File: config.mk
export PLATFORM = sky130hd
export DESIGN_NAME = life_sim_ctrl
export DESIGN_NICKNAME = d
export VERILOG_FILES = /design/src/rtl/life_pkg.sv /design/src/rtl/life_period_timer.sv /design/src/rtl/life_sim_ctrl.sv
export SDC_FILE = /design/constraint.sdc
export NUM_CORES = 1
export LEC_CHECK = 0
export CAP_MARGIN = 20
export CELL_PAD_IN_SITES_DETAIL_PLACEMENT = 1
export CELL_PAD_IN_SITES_GLOBAL_PLACEMENT = 1
export CORE_ASPECT_RATIO = 2
export CORE_MARGIN = 2
export CORE_UTILIZATION = 44
export DETAILED_ROUTE_END_ITERATION = 8
export PLACE_DENSITY_LB_ADDON = 0.2
export SYNTH_ARGS = -nofsm -noshare
export SYNTH_HDL_FRONTEND = slang
export SYNTH_SLANG_ARGS = --single-unit
File: constraint.sdc
create_clock -name clk -period 5.2 [get_ports clk]
set_input_delay 1.04 -clock clk [delete_from_list [all_inputs] [get_ports clk]]
set_output_delay 1.04 -clock clk [all_outputs]
set_load 0.005 [all_outputs]
File: src/rtl/life_pkg.sv
// ============================================================================
// Module      : life_pkg
// Description : Shared state encoding and defaults for the life simulation
//               controller.
// Revision    : 1.0 - initial release
// ============================================================================
`default_nettype none

package life_pkg;

    typedef enum logic [1:0] {
        ST_PAUSED  = 2'd0,
        ST_RUNNING = 2'd1,
        ST_STEP    = 2'd2,
        ST_SETTLE  = 2'd3
    } state_t;

    localparam int unsigned c_DEFAULT_SETTLE_CYC = 2;

endpackage

`default_nettype wire

File: src/rtl/life_period_timer.sv
// ============================================================================
// Module      : life_period_timer
// Description : Generation period counter with a speed-shifted terminal count.
// Revision    : 1.0 - initial release
// ============================================================================
`default_nettype none

module life_period_timer #(
    parameter int unsigned BASE_PERIOD = 100000000,
    parameter int unsigned SPEED_W     = 2
) (
    input  logic               clk,
    input  logic               reset,
    input  logic               clear,
    input  logic               hold,
    input  logic [SPEED_W-1:0] speed,
    output logic               terminal
);

    localparam int unsigned c_CNT_W = $clog2(BASE_PERIOD + 1);

    logic [c_CNT_W-1:0] r_count;
    logic [31:0]        w_period;
    logic [31:0]        w_count_p1;

    // count+1 >= period avoids underflow when a large shift yields period 0
    assign w_period   = BASE_PERIOD >> speed;
    assign w_count_p1 = 32'(r_count) + 32'd1;
    assign terminal   = (w_count_p1 >= w_period);

    always_ff @(posedge clk) begin
        if (reset || clear) begin
            r_count <= '0;
        end else if (!hold) begin
            r_count <= r_count + c_CNT_W'(1);
        end
    end

endmodule

`default_nettype wire

File: src/rtl/life_sim_ctrl.sv
// ============================================================================
// Module      : life_sim_ctrl
// Description : Run/pause/single-step sequencer that paces the life array.
// Revision    : 1.0 - initial release
// ============================================================================
`default_nettype none

module life_sim_ctrl
    import life_pkg::*;
#(
    parameter int unsigned BASE_PERIOD = 100000000,
    parameter int unsigned SPEED_W     = 2,
    parameter int unsigned GEN_W       = 16,
    parameter int unsigned SETTLE_CYC  = c_DEFAULT_SETTLE_CYC,
    parameter int unsigned AUTO_HALT   = 1
) (
    input  logic               clk,
    input  logic               reset,
    input  logic               cmd_run,
    input  logic               cmd_pause,
    input  logic               cmd_single,
    input  logic               cmd_clear_gen,
    input  logic [SPEED_W-1:0] speed,
    input  logic               write_enb,
    input  logic               array_stable,
    output logic               step,
    output logic               running,
    output logic               busy,
    output logic               halted,
    output logic [GEN_W-1:0]   gen_count
);

    localparam int unsigned c_SET_W = (SETTLE_CYC > 1) ? $clog2(SETTLE_CYC) : 1;

    state_t             r_state;
    logic               r_run_mode;
    logic               r_single_pend;
    logic               r_pause_pend;
    logic               r_halted;
    logic [c_SET_W-1:0] r_settle_cnt;
    logic [GEN_W-1:0]   r_gen;

    logic w_terminal;
    logic w_step;
    logic w_run_mode_n;
    logic w_pause_pend_n;
    logic w_halted_n;

    life_period_timer #(
        .BASE_PERIOD (BASE_PERIOD),
        .SPEED_W     (SPEED_W)
    ) u_timer (
        .clk      (clk),
        .reset    (reset),
        .clear    (r_state != ST_RUNNING),
        .hold     (w_terminal),
        .speed    (speed),
        .terminal (w_terminal)
    );

    // STEP waits out any write so the pulse never overlaps write_enb
    assign w_step = (r_state == ST_STEP) && !write_enb;

    // Command effect while busy; pause beats run
    assign w_run_mode_n   = cmd_pause ? 1'b0 : (cmd_run ? 1'b1 : r_run_mode);
    assign w_pause_pend_n = cmd_pause ? 1'b1 : (cmd_run ? 1'b0 : r_pause_pend);
    assign w_halted_n     = (cmd_run && !cmd_pause) ? 1'b0 : r_halted;

    always_ff @(posedge clk) begin
        if (reset) begin
            r_state       <= ST_PAUSED;
            r_run_mode    <= 1'b0;
            r_single_pend <= 1'b0;
            r_pause_pend  <= 1'b0;
            r_halted      <= 1'b0;
            r_settle_cnt  <= '0;
            r_gen         <= '0;
        end else begin
            case (r_state)
                ST_PAUSED: begin
                    if (cmd_pause) begin
                        r_single_pend <= 1'b0;
                    end else if (cmd_run) begin
                        r_state       <= ST_RUNNING;
                        r_run_mode    <= 1'b1;
                        r_halted      <= 1'b0;
                        r_single_pend <= 1'b0;
                    end else if ((cmd_single || r_single_pend) && !write_enb) begin
                        r_state       <= ST_STEP;
                        r_single_pend <= 1'b0;
                    end else if (cmd_single) begin
                        r_single_pend <= 1'b1;
                    end
                end
                ST_RUNNING: begin
                    if (cmd_pause) begin
                        r_state       <= ST_PAUSED;
                        r_run_mode    <= 1'b0;
                        r_single_pend <= 1'b0;
                    end else if (w_terminal && !write_enb) begin
                        r_state <= ST_STEP;
                    end
                end
                ST_STEP: begin
                    r_run_mode   <= w_run_mode_n;
                    r_pause_pend <= w_pause_pend_n;
                    r_halted     <= w_halted_n;
                    if (cmd_pause) r_single_pend <= 1'b0;
                    if (!write_enb) begin
                        r_state      <= ST_SETTLE;
                        r_settle_cnt <= '0;
                    end
                end
                ST_SETTLE: begin
                    r_run_mode   <= w_run_mode_n;
                    r_pause_pend <= w_pause_pend_n;
                    r_halted     <= w_halted_n;
                    if (cmd_pause) r_single_pend <= 1'b0;
                    if (r_settle_cnt == c_SET_W'(SETTLE_CYC - 1)) begin
                        r_pause_pend <= 1'b0;
                        if ((AUTO_HALT != 0) && array_stable) begin
                            r_state    <= ST_PAUSED;
                            r_run_mode <= 1'b0;
                            r_halted   <= 1'b1;
                        end else if (w_run_mode_n && !w_pause_pend_n) begin
                            r_state <= ST_RUNNING;
                        end else begin
                            r_state <= ST_PAUSED;
                        end
                    end else begin
                        r_settle_cnt <= r_settle_cnt + c_SET_W'(1);
                    end
                end
                default: r_state <= ST_PAUSED;
            endcase

            if (cmd_clear_gen) begin
                r_gen <= '0;
            end else if (w_step) begin
                r_gen <= r_gen + GEN_W'(1);
            end
        end
    end

    assign step      = w_step && !reset;
    assign busy      = (r_state == ST_STEP) || (r_state == ST_SETTLE);
    assign running   = r_run_mode;
    assign halted    = r_halted;
    assign gen_count = r_gen;

endmodule

`default_nettype wire

# [Yosys cells after proc, flatten, opt, wreduce, memory -nomap -nowiden]
# Cells that the tools add are included.
[totals] reg_bits=50 input_bits=10 wordCells=85
[op_classes] add_sub_neg=4 order_cmp=1 eq_ne=13 shift=1 mux=35 reduce_logical=23
[op_table] cell="32-bit >= comparator" n=1
[op_table] cell="27-bit by 2-bit >> shifter with 32-bit output (first input constant)" n=1
[op_table] cell="27-bit by 1-bit adder with 28-bit output (second input constant)" n=1
[op_table] cell="27-bit by 1-bit adder with 27-bit output (second input constant)" n=1
[op_table] cell="1-bit two-way mux" n=22
[op_table] cell="16-bit by 1-bit adder with 16-bit output (second input constant)" n=1
[op_table] cell="2-bit two-way mux" n=7
[op_table] cell="2-bit inequality test (second input constant)" n=5
[op_table] cell="2-bit case mux with 4 select lines" n=1
[op_table] cell="1-bit logical AND" n=6
[op_table] cell="3-bit inequality test (second input constant)" n=2
[op_table] cell="1-bit case mux with 2 select lines" n=3
[op_table] cell="2-bit AND reduction" n=3
[op_table] cell="5-bit inequality test (second input constant)" n=1
[op_table] cell="5-bit AND reduction" n=1
[op_table] cell="2-bit equality test (second input constant)" n=2
[op_table] cell="1-bit zero test" n=4
[op_table] cell="2-bit by 1-bit inequality test with 1-bit output (second input constant)" n=2
[op_table] cell="1-bit case mux with 4 select lines" n=1
[op_table] cell="1-bit logical OR" n=3
[op_table] cell="1-bit case mux with 3 select lines" n=1
[op_table] cell="3-bit AND reduction" n=1
[op_table] cell="3-bit nonzero test" n=1
[op_table] cell="3-bit OR reduction" n=1
[op_table] cell="5 further kinds" n=5

# [Depth between registers and ports, before layout]
[logic_depth] depth_word=8 depth_mapped=16 mapped_depth_nobuf=13

# [Hierarchy]
# A second synthesis with hierarchy kept.
[unflattened] cells_unflattened=395 hier_area_um2=3171.8
[by_module_without_submodules] module="life_period_timer" n_inst=1 cells_per_inst=257 area_per_inst_um2=2029.4 seq_area_each_um2=540.5
[by_module_without_submodules] module="life_sim_ctrl" n_inst=1 cells_per_inst=138 area_per_inst_um2=1142.3 seq_area_each_um2=460.4

# [Worst setup path after synthesis]
# No wires, ideal clock.
[synth_path] path_kind="register to register" startpoint="reg u_timer.r_count[0]" endpoint="reg u_timer.r_count[12]" setup_ns=0.072 t_arrival_ns=3.804 slack_ns=1.325 stages_incl_launch_ff=17 path_cell_list="dfxtp_1 -> ha_1 -> nand4_1 -> or4_1 -> buf_2 -> nor2_1 -> nand2_1 -> xnor2_1 -> ha_1 -> and3_1 -> a221oi_1 -> o31a_1 -> buf_2 -> clkbuf_1 -> nand3b_1 -> o32ai_2 -> mux2i_1"
[synth_between] elab_chain_cells=2
[synth_rtl] element="from (decl)" line="life_period_timer.sv:22" rtl="logic [c_CNT_W-1:0] r_count;"
[synth_rtl] element="from (signal assigned)" line="life_period_timer.sv:35" rtl="r_count <= r_count + c_CNT_W'(1);"
[synth_rtl] element="27-bit by 1-bit adder with 28-bit output" line="life_period_timer.sv:28" rtl="assign w_count_p1 = 32'(r_count) + 32'd1;"
[synth_rtl] element="named net u_timer.w_count_p1[26]" line="life_period_timer.sv:24" rtl="logic [31:0] w_count_p1;"
[synth_rtl] element="32-bit >= comparator" line="life_period_timer.sv:29" rtl="assign terminal = (w_count_p1 >= w_period);"
# The timed path passes the listed nets, and every way through them passes these cells.
# A chain may end at the register's enable or synchronous reset.

# [Final worst setup path]
[layout_path] startpoint="reg u_timer.r_count[0]" endpoint="reg r_state[1]"
[layout_between] elab_chain_cells=5
[layout_rtl] element="27-bit by 1-bit adder with 28-bit output" line="life_period_timer.sv:28"
[layout_rtl] element="named net u_timer.w_count_p1[24]" line="life_period_timer.sv:24"
[layout_rtl] element="32-bit >= comparator" line="life_period_timer.sv:29"
[layout_rtl] element="1-bit logical AND" line="life_sim_ctrl.sv:100" rtl="end else if (w_terminal && !write_enb) begin"
[layout_rtl] element="3-bit inequality test (no line)"
[layout_rtl] element="5-bit AND reduction (no line)"
[layout_rtl] element="to (signal assigned)" line="life_sim_ctrl.sv:97" rtl="r_state <= ST_PAUSED;"
[layout_rtl] element="to (signal assigned)" line="life_sim_ctrl.sv:101" rtl="r_state <= ST_STEP;"
[layout_rtl] element="to (signal assigned)" line="life_sim_ctrl.sv:110" rtl="r_state <= ST_SETTLE;"
[layout_rtl] element="to (decl)" line="life_sim_ctrl.sv:35" rtl="state_t r_state;"
# The timed path passes the listed nets, and every way through them passes these cells.

==> flow_summary.yaml <==
grt:
  grt_pass1_vias: 3690
  grt_max_degree: 31
  grt_pass1_wl_mm: 17.5
  antenna_found_initial: 0
  globalRouteTotalUtil: 0.248
  grt.overflow.total: 0
cts:
  postCtsResizedCells: 0
  clkTransAtPathRegs_ns: 0.07
  cts_buffers: 5
  cts_hold_buf: 0
  cts_buffer_depth: 2
  clkLatencyLatePin_ns: 0.29
  cts_tree: "built"
  cts_htree_levels: 2
  post-cts-setup-buffers: 0
  root_buffer: "clkbuf_16"
  clock-sinks: 50
setup_path:
  critPathKind: "flop to flop"
  r2r_cells: 14
  r2r_end: "r_state[1]"
  crit_required_ns: 5.38
  crit_path_max_fanout: 22
  r2r-start: "u_timer.r_count[0]"
  r2r_slack_ns: 0.64
  critPathCaptureType: "flop"
  critPathArrivalTime_ns: 4.74
  start_kind: "flop"
logic_synthesis:
  ys.flop_type: "dfxtp_1"
  yosysSeqAreaShare: 0.271
  syn_inst: 466
  avgSynthCellArea_um2: 7.93
  synth_cell_types: 55
  syn-num-nets: 496
  syn_area_mm2: 0.00369
  async_flop_share: 0
  yosysWarnings: 0
  synth-seq-cells: 50
  synth_edf_count: 0
placement:
  gp_congestion: 0.893
  postPlaceCellArea_mm2: 0.00403
  dpl.hpwl_mm: 7.85
  port_buffers: 29
cells_and_area:
  syn_to_final_growth_pct: 12.7
  final_cell_area_mm2: 0.00416
  drive_above_1_share: 0.0649
  fin_nets: 508
  fillers: 1042
  diodes: 0
timing:
  timing.final.crit_period_ns: 4.56
  skew_ns: 0.00521
  setup_viol: 0
  fmax_mhz: 220
  finalHoldViolCount: 0
  rsz0062_at_grt: "no"
  hold_slack_ns: 0.455
  tns_ns: 0
  slew_headroom: 0.430
  tightest_slew_ns: 0.847
  min_period_over_period: 0.876
  slew_viol_final: 0
floorplan:
  die_h_um: 134
  initial_core_util: 0.449
  die_w_um: 68.8
  core_area_mm2: 0.00823
  num_io_pins: 30
  design.die.area_mm2: 0.00919
  fp-row-count: 47
power_and_ir_drop:
  vdd_drop_max_uv: 186
  p_leak_uw: 0.00152
  powerDensity_mw_per_mm2: 216
  power_uw: 898
routing:
  routed_via_density: 6.05
  drc: 0
  routed_wl_mm: 10.5
  ant_nets: 0
  via_count: 3483
  firstDrtPassIters: 4
  wl_per_cell_um: 18.2
  drt-initial-drc-count: 81
job:
  max-cap-violations: 0
hold_path:
  holdCritStartpoint: "halted"
  whs_endpoint: "halted"
  min_path_cells: 2
  hold_class: "flop to flop"
run_status:
  status: "finished clean"
## placed cells by master (no fill, tap or decap), drive strengths merged, types with 14 or more instances in the layout
master         netlist  final
dfxtp               50     50
xnor2               19     19
nand4               17     17
or3                 18     18
inv                 14     14
xor2                17     17
nand3               28     28
nor2                41     41
mux2i               22     22
nand2               62     62
ha                  20     20
clkdlybuf4s50        0     29
## synthesized netlist by cell type, types with 12 or more instances
| library cell | n | area, um2 |
|---|---|---|
| nand4_1 | 16 | 100 |
| mux2i_1 | 22 | 220 |
| nor2_1 | 41 | 154 |
| ha_1 | 20 | 250 |
| inv_1 | 14 | 52.6 |
| a21oi_1 | 12 | 60.1 |
| nand2_1 | 62 | 233 |
| clkbuf_1 | 22 | 82.6 |
| nand3_1 | 28 | 140 |
| or3_1 | 18 | 113 |
| xor2_1 | 17 | 149 |
| xnor2_1 | 19 | 166 |
| dfxtp_1 | 50 | 1000 |
## power by group
part / internal [uW] / switching [uW] / total, uW
logic: 64.8 / 94.7 / 160
registers: 395 / 25.2 / 420
clock network: 177 / 142 / 318
## sequential cells by signal, summed over array words and instances, names as in the netlist
register,cells
running,1
u_timer.r_count,27
r_state,2
gen_count,16
r_pause_pend,1
r_settle_cnt,1
halted,1
r_single_pend,1
## cell type report
cell class,count,area [um2],share of cell area
multi-input combinational,369,2490,0.600
sequential,50,1000,0.241
timing repair buffer,38,358,0.0860
clock buffer,7,133,0.0319
tap,98,123,0.0295
inverter,14,52.6,0.0126
## cells by family after synthesis
group | count (synthesis) | synth area share
adders and majority gates | 20 | 0.0678
buffers and inverters | 47 | 0.0549
muxes | 22 | 0.0596
AOI/OAI and AO/OA | 74 | 0.165
DFF | 50 | 0.271
xor gates and xnor gates | 36 | 0.0854
and+or+nand+nor | 217 | 0.297
## per-stage QoR
step / setup slack (ns) / utilization / instances
finish: 0.645 / 0.505 / 576
global route: 0.372 / 0.505 / 576
CTS: 0.668 / 0.505 / 576
detailed placement: 0.679 / 0.489 / 569
global placement: 0.979 / 0.489 / 569
floorplan: 1.32 / - / 466
## how the worst max path moves through the flow
stage,start,cells past startpoint,endpoint
floorplan,u_timer.r_count[0],16,u_timer.r_count[12]
global placement,u_timer.r_count[0],14,r_state[1]
detailed placement,u_timer.r_count[0],14,r_state[1]
CTS,u_timer.r_count[0],14,r_state[1]
global route,u_timer.r_count[0],14,r_state[1]
finish,u_timer.r_count[0],14,r_state[1]
## routing by layer
| metal | up-vias | track usage | wire length [um] | share of wire |
|---|---|---|---|---|
| met5 | - | 0 | 0 | 0 |
| met1 | 1703 | 0.263 | 4030 | 0.38 |
| met3 | 22 | 0.0313 | 215 | 0.021 |
| met2 | 57 | 0.467 | 5960 | 0.57 |
| li1 | 1701 | - | - | - |
| met4 | 0 | 0.0926 | 281 | 0.027 |
## worst max-delay path: stages, from the launching register on
cell and delay, ns:
dfxtp_1 0.42, ha_1 0.27, nand4_1 0.20, or4_1 0.67, nor2_1 0.52, nand2_1 0.14
xnor2_1 0.22, ha_1 0.27, and3_1 0.18, a221oi_1 0.40, o31a_1 0.24, buf_4 0.26
o311ai_0 0.24, o21a_4 0.23, a22o_1 0.20
(Power assumes the default switching activity.)
